===== src/rtl/ex_forward_source.sv =====
// Producer side of the EX1 forwarding bus: tags, results and ready bits for the
// MB_EX, EX1_EX2 and EX2_WB dual-issue slots, plus the two write-back requests.
module ex_forward_source #(
    parameter int DATA_W = 32
) (
    input  logic              clk,
    input  logic              rst,
    input  logic              id_valid,
    input  logic [4:0]        id_rd0,
    input  logic [4:0]        id_rd1,
    input  logic [1:0]        id_ready,
    input  logic [DATA_W-1:0] id_data0,
    input  logic [DATA_W-1:0] id_data1,
    input  logic [1:0]        ex1_res_valid,
    input  logic [DATA_W-1:0] ex1_res0,
    input  logic [DATA_W-1:0] ex1_res1,
    input  logic [1:0]        ex2_fill_valid,
    input  logic [DATA_W-1:0] ex2_fill0,
    input  logic [DATA_W-1:0] ex2_fill1,
    input  logic              ex1_stall,
    input  logic              ex2_stall,
    input  logic              flush,
    output logic [4:0]        mb_ex_rd0,
    output logic [4:0]        mb_ex_rd1,
    output logic [4:0]        ex1_ex2_rd0,
    output logic [4:0]        ex1_ex2_rd1,
    output logic [4:0]        ex2_wb_rd0,
    output logic [4:0]        ex2_wb_rd1,
    output logic [DATA_W-1:0] mb_ex_data_0,
    output logic [DATA_W-1:0] mb_ex_data_1,
    output logic [DATA_W-1:0] ex1_ex2_data_0,
    output logic [DATA_W-1:0] ex1_ex2_data_1,
    output logic [DATA_W-1:0] ex2_wb_data_0,
    output logic [DATA_W-1:0] ex2_wb_data_1,
    output logic              mb_ex_data_0_valid,
    output logic              mb_ex_data_1_valid,
    output logic              ex1_ex2_data_0_valid,
    output logic              ex1_ex2_data_1_valid,
    output logic              ex2_wb_data_0_valid,
    output logic              ex2_wb_data_1_valid,
    output logic [1:0]        wb_we,
    output logic [4:0]        wb_rd0,
    output logic [4:0]        wb_rd1,
    output logic [DATA_W-1:0] wb_data0,
    output logic [DATA_W-1:0] wb_data1
);

    typedef struct packed {
        logic              lv;
        logic              rdy;
        logic [4:0]        rd;
        logic [DATA_W-1:0] data;
    } lane_t;

    typedef lane_t [1:0] slot_t;

    slot_t s0_q, s1_q, s2_q;
    slot_t s0_d, s1_d, s2_d;
    slot_t id_entry, s0_adv, s1_fill;

    logic [1:0][4:0]        id_rd_v;
    logic [1:0][DATA_W-1:0] id_data_v, ex1_res_v, fill_v;

    assign id_rd_v   = {id_rd1, id_rd0};
    assign id_data_v = {id_data1, id_data0};
    assign ex1_res_v = {ex1_res1, ex1_res0};
    assign fill_v    = {ex2_fill1, ex2_fill0};

    // Candidate slot contents: new issue, S0 completed by EX1, S1 completed by EX2.
    // NOTE: every variable gets a default at the top of the block so no path leaves it unassigned (no latch).
    always_comb begin
        id_entry = '0;
        s0_adv   = s0_q;
        s1_fill  = s1_q;
        for (int i = 0; i < 2; i++) begin
            if (id_valid) begin
                id_entry[i].lv   = 1'b1;
                id_entry[i].rd   = id_rd_v[i];
                id_entry[i].rdy  = id_ready[i] | (id_rd_v[i] == 5'd0);
                id_entry[i].data = id_ready[i] ? id_data_v[i] : '0;
            end
            if (s0_q[i].lv && !s0_q[i].rdy && ex1_res_valid[i]) begin
                s0_adv[i].rdy  = 1'b1;
                s0_adv[i].data = ex1_res_v[i];
            end
            if (s1_q[i].lv && !s1_q[i].rdy && ex2_fill_valid[i]) begin
                s1_fill[i].rdy  = 1'b1;
                s1_fill[i].data = fill_v[i];
            end
        end
    end

    // Advance control, highest priority first: flush, ex2_stall, ex1_stall, normal.
    always_comb begin
        s0_d = s0_q;
        s1_d = s1_q;
        s2_d = s2_q;
        if (flush) begin
            s0_d = '0;
            s1_d = '0;
            s2_d = ex2_stall ? slot_t'('0) : s1_fill;
        end else if (ex2_stall) begin
            s1_d = s1_fill;
            s2_d = '0;
        end else if (ex1_stall) begin
            s1_d = '0;
            s2_d = s1_fill;
        end else begin
            s0_d = id_entry;
            s1_d = s0_adv;
            s2_d = s1_fill;
        end
    end

    // NOTE: sequential state uses non-blocking assignments so all slots update from pre-edge values.
    always_ff @(posedge clk or posedge rst) begin
        if (rst) begin
            s0_q <= '0;
            s1_q <= '0;
            s2_q <= '0;
        end else begin
            s0_q <= s0_d;
            s1_q <= s1_d;
            s2_q <= s2_d;
        end
    end

    // Empty lanes present tag 0 so the consumer needs no separate valid qualifier.
    assign mb_ex_rd0   = s0_q[0].lv ? s0_q[0].rd : 5'd0;
    assign mb_ex_rd1   = s0_q[1].lv ? s0_q[1].rd : 5'd0;
    assign ex1_ex2_rd0 = s1_q[0].lv ? s1_q[0].rd : 5'd0;
    assign ex1_ex2_rd1 = s1_q[1].lv ? s1_q[1].rd : 5'd0;
    assign ex2_wb_rd0  = s2_q[0].lv ? s2_q[0].rd : 5'd0;
    assign ex2_wb_rd1  = s2_q[1].lv ? s2_q[1].rd : 5'd0;

    assign mb_ex_data_0   = s0_q[0].data;
    assign mb_ex_data_1   = s0_q[1].data;
    assign ex1_ex2_data_0 = s1_q[0].data;
    assign ex1_ex2_data_1 = s1_q[1].data;
    assign ex2_wb_data_0  = s2_q[0].data;
    assign ex2_wb_data_1  = s2_q[1].data;

    assign mb_ex_data_0_valid   = s0_q[0].lv & s0_q[0].rdy;
    assign mb_ex_data_1_valid   = s0_q[1].lv & s0_q[1].rdy;
    assign ex1_ex2_data_0_valid = s1_q[0].lv & s1_q[0].rdy;
    assign ex1_ex2_data_1_valid = s1_q[1].lv & s1_q[1].rdy;
    assign ex2_wb_data_0_valid  = s2_q[0].lv & s2_q[0].rdy;
    assign ex2_wb_data_1_valid  = s2_q[1].lv & s2_q[1].rdy;

    // A lane still unready in S2 is a protocol error and is dropped, not written.
    assign wb_we[0] = s2_q[0].lv & s2_q[0].rdy & (s2_q[0].rd != 5'd0);
    assign wb_we[1] = s2_q[1].lv & s2_q[1].rdy & (s2_q[1].rd != 5'd0);
    assign wb_rd0   = s2_q[0].rd;
    assign wb_rd1   = s2_q[1].rd;
    assign wb_data0 = s2_q[0].data;
    assign wb_data1 = s2_q[1].data;

endmodule


===== config.mk =====
export PLATFORM = sky130hd
export DESIGN_NAME = ex_forward_source
export DESIGN_NICKNAME = d
export VERILOG_FILES = /design/src/rtl/ex_forward_source.sv
export SDC_FILE = /design/constraint.sdc
export NUM_CORES = 1
export LEC_CHECK = 0
export BUFFER_PORTS_ARGS = -buffer_cell sky130_fd_sc_hd__buf_2
export CORE_AREA = 3 3 199 201
export DETAILED_ROUTE_END_ITERATION = 7
export DIE_AREA = 0 0 202 204
export PLACE_DENSITY = 0.64
export SLEW_MARGIN = 25
export SYNTH_ARGS = -nofsm -noshare
export SYNTH_HDL_FRONTEND = slang
export SYNTH_SLANG_ARGS = --single-unit

===== constraint.sdc =====
create_clock -name clk -period 6 [get_ports clk]
set_input_delay 0.3 -clock clk [delete_from_list [all_inputs] [get_ports clk]]
set_output_delay 0.3 -clock clk [all_outputs]
set_load 0.02 [all_outputs]

==> results of run 1 <==
worst paths after layout:
check / startpoint / to / slack (ns) / cells past startpoint
worst max-delay path: s1_fill[38] / ex1_ex2_data_0[28] / 3.58 / 4
worst min-delay path: id_data1[9] / mb_ex_data_1[9] / 0.03 / 2
worst max register to register: s1_fill[38] / ex1_ex2_data_0[28] / 3.58 / 4
worst min register to register: mb_ex_data_0[29] / mb_ex_data_0[29] / 0.53 / 1
max in group asynchronous: rst / mb_ex_data_0[29] / 4.12 / 4
min in group asynchronous: rst / ex2_wb_data_0[19] / 0.47 / 3
state kept, by name (all words and copies together) (netlist names):
signal,flops
mb_ex_data_1,32
s0_q,2
s2_q,3
wb_rd0,5
ex2_wb_data_0,32
s0_adv,11
mb_ex_data_0,32
wb_rd1,5
ex2_wb_data_1,32
ex1_ex2_data_1,32
s1_q,2
ex1_ex2_data_0,32
s1_fill,11
synth_stat cells, drive strengths merged:
cell | instances | area (um2)
a21o | 1 | 7.510
a21oi | 4 | 20.02
a221o | 2 | 20.02
a22o | 85 | 744.5
and2 | 37 | 231.5
and3 | 2 | 12.51
buf | 310 | 2320
clkbuf | 20 | 78.83
dfrtp | 231 | 5781
inv | 1 | 3.750
mux2i | 124 | 1241
nand2 | 4 | 15.01
nand2b | 1 | 6.260
nand3 | 4 | 20.02
nand3b | 4 | 30.03
nor2 | 70 | 262.8
nor2b | 12 | 75.07
nor3 | 1 | 10.01
o21a | 2 | 15.01
o221ai | 4 | 35.03
o22ai | 62 | 387.9
or3 | 1 | 6.260
or4 | 4 | 30.03
power by group through the flow:
stage | combinational (mW) | sequential (mW) | clock, mW
2_1_floorplan | 0.159 | 1.62 | 0
3_3_place_gp | 0.258 | 1.62 | 0
3_5_place_dp | 0.260 | 1.62 | 0
4_1_cts | 0.296 | 1.60 | 1.64
5_1_grt | 0.319 | 1.60 | 1.70
6_report | 0.294 | 1.60 | 1.60
worst max-delay path, stage by stage, from the launching register on:
cell and delay [ns]:
dfrtp_1 0.58, nand3b_1 0.18, buf_4 0.58, mux2i_1 0.66
o221ai_1 0.22
layout make-up:
cell class	count	area, um2	share of cell area, %
Sequential cell	231	5781	41.70
Clock buffer	37	730.7	5.272
Inverter	1	7.507	0.05416
Antenna cell	1	2.502	0.01805
Tap cell	511	639.4	4.613
Multi-Input combinational cell	424	3193	23.04
Clock inverter	9	123.9	0.8937
Timing Repair Buffer	598	3383	24.41
cells by family after synthesis:
family / Yosys count / share of synthesized area (%)
compound gates: 160 / 10.83
buf+inv: 331 / 21.16
flops: 231 / 50.91
mux: 124 / 10.93
simple gates: 140 / 6.160
per-stage QoR:
step | power (mW) | cell area, um2 | std cells | util [%]
after global placement | 1.882 | 12310 | 1696 | 32.61
after detailed placement | 1.883 | 12310 | 1696 | 32.61
after CTS | 3.532 | 13860 | 1811 | 36.71
final | 3.494 | 13860 | 1812 | 36.71
after floorplan | 1.775 | 11360 | 986 | -
after global routing | 3.620 | 13860 | 1812 | 36.71
per-layer routing:
metal,vias to the layer above,share of wire (%)
met2,396,50
li1,3753,-
met1,4247,41
met3,45,6.5
met4,0,2.3
met5,-,0
placed cells by master (no fill, tap or decap), drive strengths merged, types with 2 or more instances in the layout:
master and count:
clkinv 5, mux2i 124, a21oi 4, and3 2
o22ai 62, a221o 2, dfrtp 231, a22o 85
nor2 70, buf 529, o221ai 4, and2 37
nand3 4, nand2 4, dlygate4sd3 69, bufinv 3
nand3b 4, clkbuf 37, nor2b 12, or4 4
o21a 2
==> summary.txt, run 1 <==
Status
  • Status: complete, no violations

Timing
  • F_max: 0.4136 GHz
  • Worst-Margin Slew: 1.008 ns
  • Clk_skew: 0.02996 ns
  • Fin. Hold Viols: 0
  • RSZ-0062 raised after global routing: no
  • Fin. max-slew vios: 0
  • Slew margin rel.: 32.66%
  • Tmin final: 2.418 ns
  • Setup TNS: 0 ns
  • Final setup viols: 0
  • Min Hold Slack: 0.02559 ns
  • Crit path setup slack, layout: 3.582 ns
  • Final worst-path cycle share: 40.30%

Power
  • VDD IR-drop max: 0.0001761 V
  • Internal Power: 2.672 mW
  • Power Density: 252.1 mW/mm2
  • Clock power share: 45.9%
  • P_leak: 8.379 nW
  • Switch share: 23.55%
  • Part of the power in registers: 45.7%
  • Logic pwr share: 8.4%
  • Switching power: 0.8228 mW

Detailed routing
  • Drc violations: 0
  • Via count: 8441
  • Antenna-violating nets left: 0
  • Initial DRC Count: 498
  • Final wirelength: 37.03 mm
  • Drt pass-1 iters: 7
  • Routed vias/inst: 4.658
  • Average wire per standard cell: 20.43 um

Critical path
  • CP Max Fanout: 32
  • Critical Path End Type: register
  • Startpoint class of the critical path: register
  • Critical Path AT: 2.81 ns
  • CP Class: reg2reg
  • CP required: 6.39 ns

Clocking
  • Clk sinks: 231
  • CTS tree: built
  • Post-CTS Setup Inserts: 0
  • Root Buffer: clkbuf_16
  • Clock transition at path regs: 0.07 ns
  • Hold-fix buffers, CTS: 69
  • H-tree depth: 1
  • Post_cts resized: 0
  • CTS max path bufs: 3
  • Clock Latency Late Sink: 0.55 ns
  • CTS Buf Count: 25

Global routing
  • Pin count of the biggest net entering global routing: 126
  • Routing usage on met3: 2.469%
  • Vias in the first global route: 8754
  • Global route overflow: 0
  • First-pass GRT wire length: 54.65 mm
  • Met2 GRT Util: 30.05%
  • Gr busiest metal: met2
  • Initial antenna violation count: 1
  • Met1 usage: 21.76%
  • GRT Total Usage: 17.06%

Finish
  • Fillers: 3732
  • P&R area growth vs syn: 22.09%
  • Final #Nets: 1495
  • Layout cell share with drive strength beyond 1: 44.15%

Floorplan
  • Die area: 0.04121 mm2
  • Core Box Area: 0.03776 mm2
  • Die width: 202 um
  • Die H: 204 um
  • Initial Utilization: 30.07%
  • Row count: 71
  • Ports: 518

Synth
  • Syn nets: 1200
  • Syn avg cell area: 11.51 um2
  • Cells after synthesis: 986
  • Unique masters post-synth: 27
  • Flops & latches, synth: 231
  • Seq/Total Area, Yosys: 50.91%
  • Post-Syn Area: 0.01135 mm2
  • Yosys warns: 0

Placement
  • Dpl ws: 3.205 ns
  • GPL Wtd Cong: 0.8472
  • IO Port Bufs: 517
  • Post-DP HPWL: 27.01 mm

Worst hold path
  • Worst Hold Class: in2reg

Flow run
  • Maxcap violations: 0
Power figures use the tool's default switching activity.
==> run 2: changes to the inputs <==
--- a/config.mk
+++ b/config.mk
@@ -9,7 +9,7 @@
 export CORE_AREA = 3 3 199 201
 export DETAILED_ROUTE_END_ITERATION = 7
 export DIE_AREA = 0 0 202 204
-export PLACE_DENSITY = 0.64
+export PLACE_DENSITY = 0.62
 export SLEW_MARGIN = 25
 export SYNTH_ARGS = -nofsm -noshare
 export SYNTH_HDL_FRONTEND = slang
==> constraint.sdc (replaced) <==
create_clock -name clk -period 2.4 [get_ports clk]
set_input_delay 0.12 -clock clk [delete_from_list [all_inputs] [get_ports clk]]
set_output_delay 0.12 -clock clk [all_outputs]
set_load 0.02 [all_outputs]
==> summary.txt, run 2 (synthesis gave the netlist of run 1 again) <==
Floorplan
  • Initial Utilization: 30.07%
  • Die H: 204 um
  • Ports: 518
  • Core Box Area: 0.03776 mm2
  • Row count: 71
  • Die area: 0.04121 mm2
  • Die width: 202 um

Global routing
  • Global route overflow: 0
  • GRT Total Usage: 18.27%
  • Vias in the first global route: 9986
  • Pin count of the biggest net entering global routing: 77
  • Initial antenna violation count: 4
  • First-pass GRT wire length: 59.26 mm

Clocking
  • Clock transition at path regs: 0.06 ns
  • CTS tree: built
  • CTS max path bufs: 3
  • Post_cts resized: 0
  • Clock Latency Late Sink: 0.53 ns
  • H-tree depth: 1
  • Root Buffer: clkbuf_16
  • CTS Buf Count: 26
  • Clk sinks: 231

Detailed routing
  • Initial DRC Count: 484
  • Antenna-violating nets left: 0
  • Routed vias/inst: 4.653
  • Average wire per standard cell: 20.08 um
  • Final wirelength: 39.61 mm
  • Via count: 9180
  • Drt pass-1 iters: 5
  • Drc violations: 0

Placement
  • Post-DP HPWL: 27.28 mm
  • GPL Wtd Cong: 0.8359
  • Dpl ws: 0.7025 ns
  • IO Port Bufs: 517

Finish
  • Most frequent cells in the layout: 516 x buf_2, 231 x dfrtp_1, 210 x dlygate4sd3_1
  • Sequential cell area: 0.005781 mm2
  • Most common cell after layout, fill and taps aside: buf_2
  • Layout cell share with drive strength beyond 1: 40.67%
  • Final #Nets: 1655
  • P&R area growth vs syn: 36.72%
  • Fillers: 3525
  • Multi-input gate area in the final layout: 0.003193 mm2

Critical path
  • Reg2Reg Depth: 5
  • Critical Path End Type: register
  • Startpoint class of the critical path: register
  • CP Class: reg2reg
  • CP required: 2.80 ns
  • CP Max Fanout: 32
  • Critical Path AT: 2.58 ns

Power
  • Logic pwr share: 10.8%
  • Part of the power in registers: 44.7%
  • Internal Power: 6.827 mW
  • P_leak: 9.111 nW
  • Switching power: 2.093 mW
  • Clock power share: 44.5%
  • VDD IR-drop max: 0.0004190 V
  • Switch share: 23.46%
  • Power Density: 574.6 mW/mm2

Timing
  • Slew margin rel.: 45.07%
  • Clk_skew: 0.008740 ns
  • Fin. max-slew vios: 0
  • Crit path setup slack, layout: 0.2192 ns
  • Setup TNS: 0 ns
  • Final worst-path cycle share: 90.87%
  • Worst-Margin Slew: 0.8223 ns
  • Final setup viols: 0
  • F_max: 0.4585 GHz
  • Fin. Hold Viols: 0
  • RSZ-0062 raised after global routing: no
  • Tmin final: 2.181 ns
  • Min Hold Slack: 0.08624 ns

Status
  • Status: complete, no violations

Flow run
  • Maxcap violations: 0

Worst hold path
  • Worst Hold Class: in2reg
  • Min-Delay Path Depth: 3
-- run 2: cell type report --
class | instances | area share [%]
inverter | 1 | 0.04836
clock inverter | 6 | 0.3950
multi-input combinational | 424 | 20.57
sequential | 231 | 37.24
antenna | 4 | 0.06448
clock buffer | 39 | 5.159
tap | 511 | 4.119
timing repair buffer | 757 | 32.40
-- run 2: per-stage QoR --
| stage | instance area, um2 | util [%] | total power [mW] | cells |
|---|---|---|---|---|
| floorplan | 11360 | - | 4.436 | 986 |
| global placement | 12550 | 33.24 | 4.743 | 1714 |
| detailed placement | 12550 | 33.24 | 4.747 | 1714 |
| CTS | 15510 | 41.09 | 9.030 | 1969 |
| global route | 15520 | 41.10 | 9.270 | 1971 |
| finish | 15520 | 41.11 | 8.920 | 1973 |
-- run 2: power groups by stage --
stage / Clock [mW] / Sequential [mW] / Combinational [mW]
finish: 3.97 / 3.99 / 0.967
detailed placement: 0 / 4.05 / 0.693
floorplan: 0 / 4.04 / 0.398
global route: 4.25 / 3.99 / 1.04
global placement: 0 / 4.05 / 0.690
CTS: 4.08 / 3.98 / 0.961
-- run 2: repair_timing --
| item | CTS | global route |
|---|---|---|
| setup buffers | 0 | 0 |
| hold buffers | 210 | 0 |
| hold endpoints to repair | 222 | 0 |
-- run 2: worst paths after layout --
check / end / from / slack [ns]
worst max-delay path: ex1_ex2_data_0[4] / s1_fill[38] / 0.22
worst min-delay path: s0_q[37] / id_ready[0] / 0.09
worst max register to register: ex1_ex2_data_0[4] / s1_fill[38] / 0.22
worst min register to register: s1_fill[73] / s1_fill[73] / 0.52
max in group asynchronous: mb_ex_data_1[28] / rst / 1.40
min in group asynchronous: mb_ex_data_1[4] / rst / 0.20
-- run 2: routing by layer --
metal	track usage [%]	part of all wire (%)	up-vias	wire, um
met5	0	0.035	-	14
met4	8.921	4.4	2	1731
met3	4.157	7.1	118	2819
met2	31.75	50	498	19760
met1	21.33	39	4494	15280
li1	-	-	4068	-
-- run 2: worst max-delay path: stages (launching register included) --
cell	delay (ns)
dfrtp_1	0.55
nand3b_1	0.22
buf_12	0.27
mux2i_1	0.28
o22ai_1	0.11
dlygate4sd3_1	0.59
==> run 3: changes to the inputs <==
--- a/config.mk
+++ b/config.mk
@@ -7,6 +7,7 @@
 export LEC_CHECK = 0
 export BUFFER_PORTS_ARGS = -buffer_cell sky130_fd_sc_hd__buf_2
 export CORE_AREA = 3 3 199 201
+export CTS_BUF_LIST = sky130_fd_sc_hd__clkbuf_16
 export DETAILED_ROUTE_END_ITERATION = 7
 export DIE_AREA = 0 0 202 204
 export PLACE_DENSITY = 0.62
==> constraint.sdc (replaced) <==
create_clock -name clk -period 2.4 [get_ports clk]
set_input_delay 0 -clock clk [delete_from_list [all_inputs] [get_ports clk]]
set_output_delay 0 -clock clk [all_outputs]
set_load 0.02 [all_outputs]
==> summary.txt, run 3 (synthesis gave the netlist of run 1 again) <==
Timing
  • Tmin final: 2.231 ns
  • Worst-Margin Slew: 0.8312 ns
  • Slew margin rel.: 44.47%
  • F_max: 0.4483 GHz
  • RSZ-0062 raised after global routing: no
  • Final setup viols: 0
  • Fin. Hold Viols: 0
  • Setup TNS: 0 ns
  • Clk_skew: 0.006210 ns
  • Final worst-path cycle share: 92.94%
  • Fin. max-slew vios: 0

Detailed routing
  • Drc violations: 0
  • Antenna-violating nets left: 0
  • Metal-1 WL: 15.05 mm
  • Met3 wire len: 2.609 mm
  • Top Metal Used: met5
  • Via count: 9197
  • Met2 wire length: 20.26 mm
  • Drt pass-1 iters: 5
  • Average wire per standard cell: 20.00 um
  • Final wirelength: 39.53 mm
  • Initial DRC Count: 416
  • Routed vias/inst: 4.654

Critical path
  • R2R Path Start: s1_fill[38]
  • Reg2Reg Setup Slack: 0.17 ns
  • Critical-path cell list: nand3b_1, buf_12, mux2i_2, o221ai_1, dlygate4sd3_1
  • Startpoint class of the critical path: register
  • Slowest CP cell: dlygate4sd3_1
  • Reg-to-Reg End: ex1_ex2_data_0[27]
  • Crit path launch: s1_fill[38]
  • CP Max Fanout: 32
  • Reg2Reg Depth: 5
  • Slowest stage delay, CP: 0.58 ns
  • Worst setup path endpoint: ex1_ex2_data_0[27]
  • Critical Path AT: 2.64 ns
  • CP Class: reg2reg
  • CP required: 2.81 ns
  • Critical Path End Type: register

Finish
  • Multi-input gate area in the final layout: 0.003197 mm2
  • Most frequent cells in the layout: 516 x buf_2, 231 x dfrtp_1, 216 x dlygate4sd3_1
  • Diode count: 0
  • P&R area growth vs syn: 36.32%
  • Fillers: 3534
  • Final #Nets: 1661
  • Sequential cell area: 0.005781 mm2
  • Most common cell after layout, fill and taps aside: buf_2
  • Layout cell share with drive strength beyond 1: 40.00%
  • Final Non-Filler Cells: 1976

Floorplan
  • Die width: 202 um
  • Die area: 0.04121 mm2
  • Ports: 518
  • Core Box Area: 0.03776 mm2
  • Initial Utilization: 30.07%
  • Row count: 71
  • Die H: 204 um

Clocking
  • CTS Buf Count: 26
  • Clk sinks: 231
  • Clock transition at path regs: 0.06 ns
  • CTS max path bufs: 3
  • H-tree depth: 1
  • Clock Latency Late Sink: 0.53 ns
  • Root Buffer: clkbuf_16
  • Post-CTS Setup Inserts: 0
  • CTS tree: built

Status
  • Status: complete, no violations

Power
  • VDD IR-drop max: 0.0004067 V
  • Power Density: 552.2 mW/mm2
  • Switching power: 2.093 mW
  • Part of the power in registers: 46.6%
  • Clock power share: 42.0%
  • P_leak: 9.111 nW
  • Switch share: 24.49%
  • Logic pwr share: 11.4%
  • Internal Power: 6.453 mW

Worst hold path
  • Worst Hold Class: in2reg

Placement
  • Post-DP HPWL: 27.20 mm
  • Placed Instances: 1714
  • GPL Wtd Cong: 0.8547
  • IO Port Bufs: 517

Global routing
  • First-pass GRT wire length: 58.83 mm
  • Vias in the first global route: 9918
  • GRT Total Usage: 18.19%
  • Global route overflow: 0
  • Initial antenna violation count: 3
  • Pin count of the biggest net entering global routing: 63

Flow run
  • Maxcap violations: 0
## run 3: metal layers
layer  up-vias  global-route usage [%]
met4         6                   7.899
met2       452                   32.57
met5         -                       0
met3       115                   3.472
met1      4549                   21.30
li1       4075                       -
## run 3: how the worst min path moves through the flow
| stage | start | end | slack, ns | depth (start not counted) |
|---|---|---|---|---|
| after global placement | rst | mb_ex_data_1[4] | 0.19 | 2 |
| after detailed placement | rst | mb_ex_data_1[4] | 0.20 | 2 |
| after global routing | ex1_stall | ex1_ex2_data_0[29] | 0.05 | 5 |
| after floorplan | id_data0[22] | mb_ex_data_0[22] | 0.13 | 1 |
| final | ex1_stall | ex1_ex2_data_0[29] | 0.03 | 5 |
| after CTS | ex1_stall | ex1_ex2_data_0[30] | 0.02 | 5 |
## run 3: area by class of cell
class,count,share of cell area (%)
Multi-Input combinational cell,424,20.65
Tap cell,511,4.131
Sequential cell,231,37.35
Inverter,1,0.04850
Clock buffer,27,4.365
Clock inverter,19,0.5659
Timing Repair Buffer,763,32.89
## run 3: stage by stage
step	area, um2	utilization (%)	hold slack (ns)	power, mW	setup slack, ns
global route	15480	40.99	0.05376	8.847	0.1060
global placement	12550	33.24	0.1946	4.741	0.6184
CTS	15470	40.98	0.01663	8.634	0.09514
finish	15480	40.99	0.03196	8.547	0.1695
floorplan	11360	-	0.1325	4.436	-0.6219
detailed placement	12550	33.24	0.2008	4.743	0.6269
## run 3: power by group through the flow
stage	registers (mW)	clock network (mW)	logic (mW)
after floorplan	4.04	0	0.398
after global placement	4.05	0	0.687
after detailed placement	4.05	0	0.689
after CTS	3.98	3.69	0.961
after global routing	3.99	3.82	1.04
final	3.99	3.59	0.971
## run 3: timing repair
| item | CTS | global route |
|---|---|---|
| hold buffers | 216 | 0 |
| setup endpoints to repair | 0 | 1 |
| gates resized for setup | 0 | 1 |
| endpoints found under the hold margin | 228 | 0 |
## run 3: critical path: cells and delay by family, from the launching register on
family                 cells  cell delay, ns
DFF                        1            0.42
and+or+nand+nor            1            0.15
buffers and inverters      2            0.87
muxes                      1            0.47
AOI/OAI and AO/OA          1            0.19
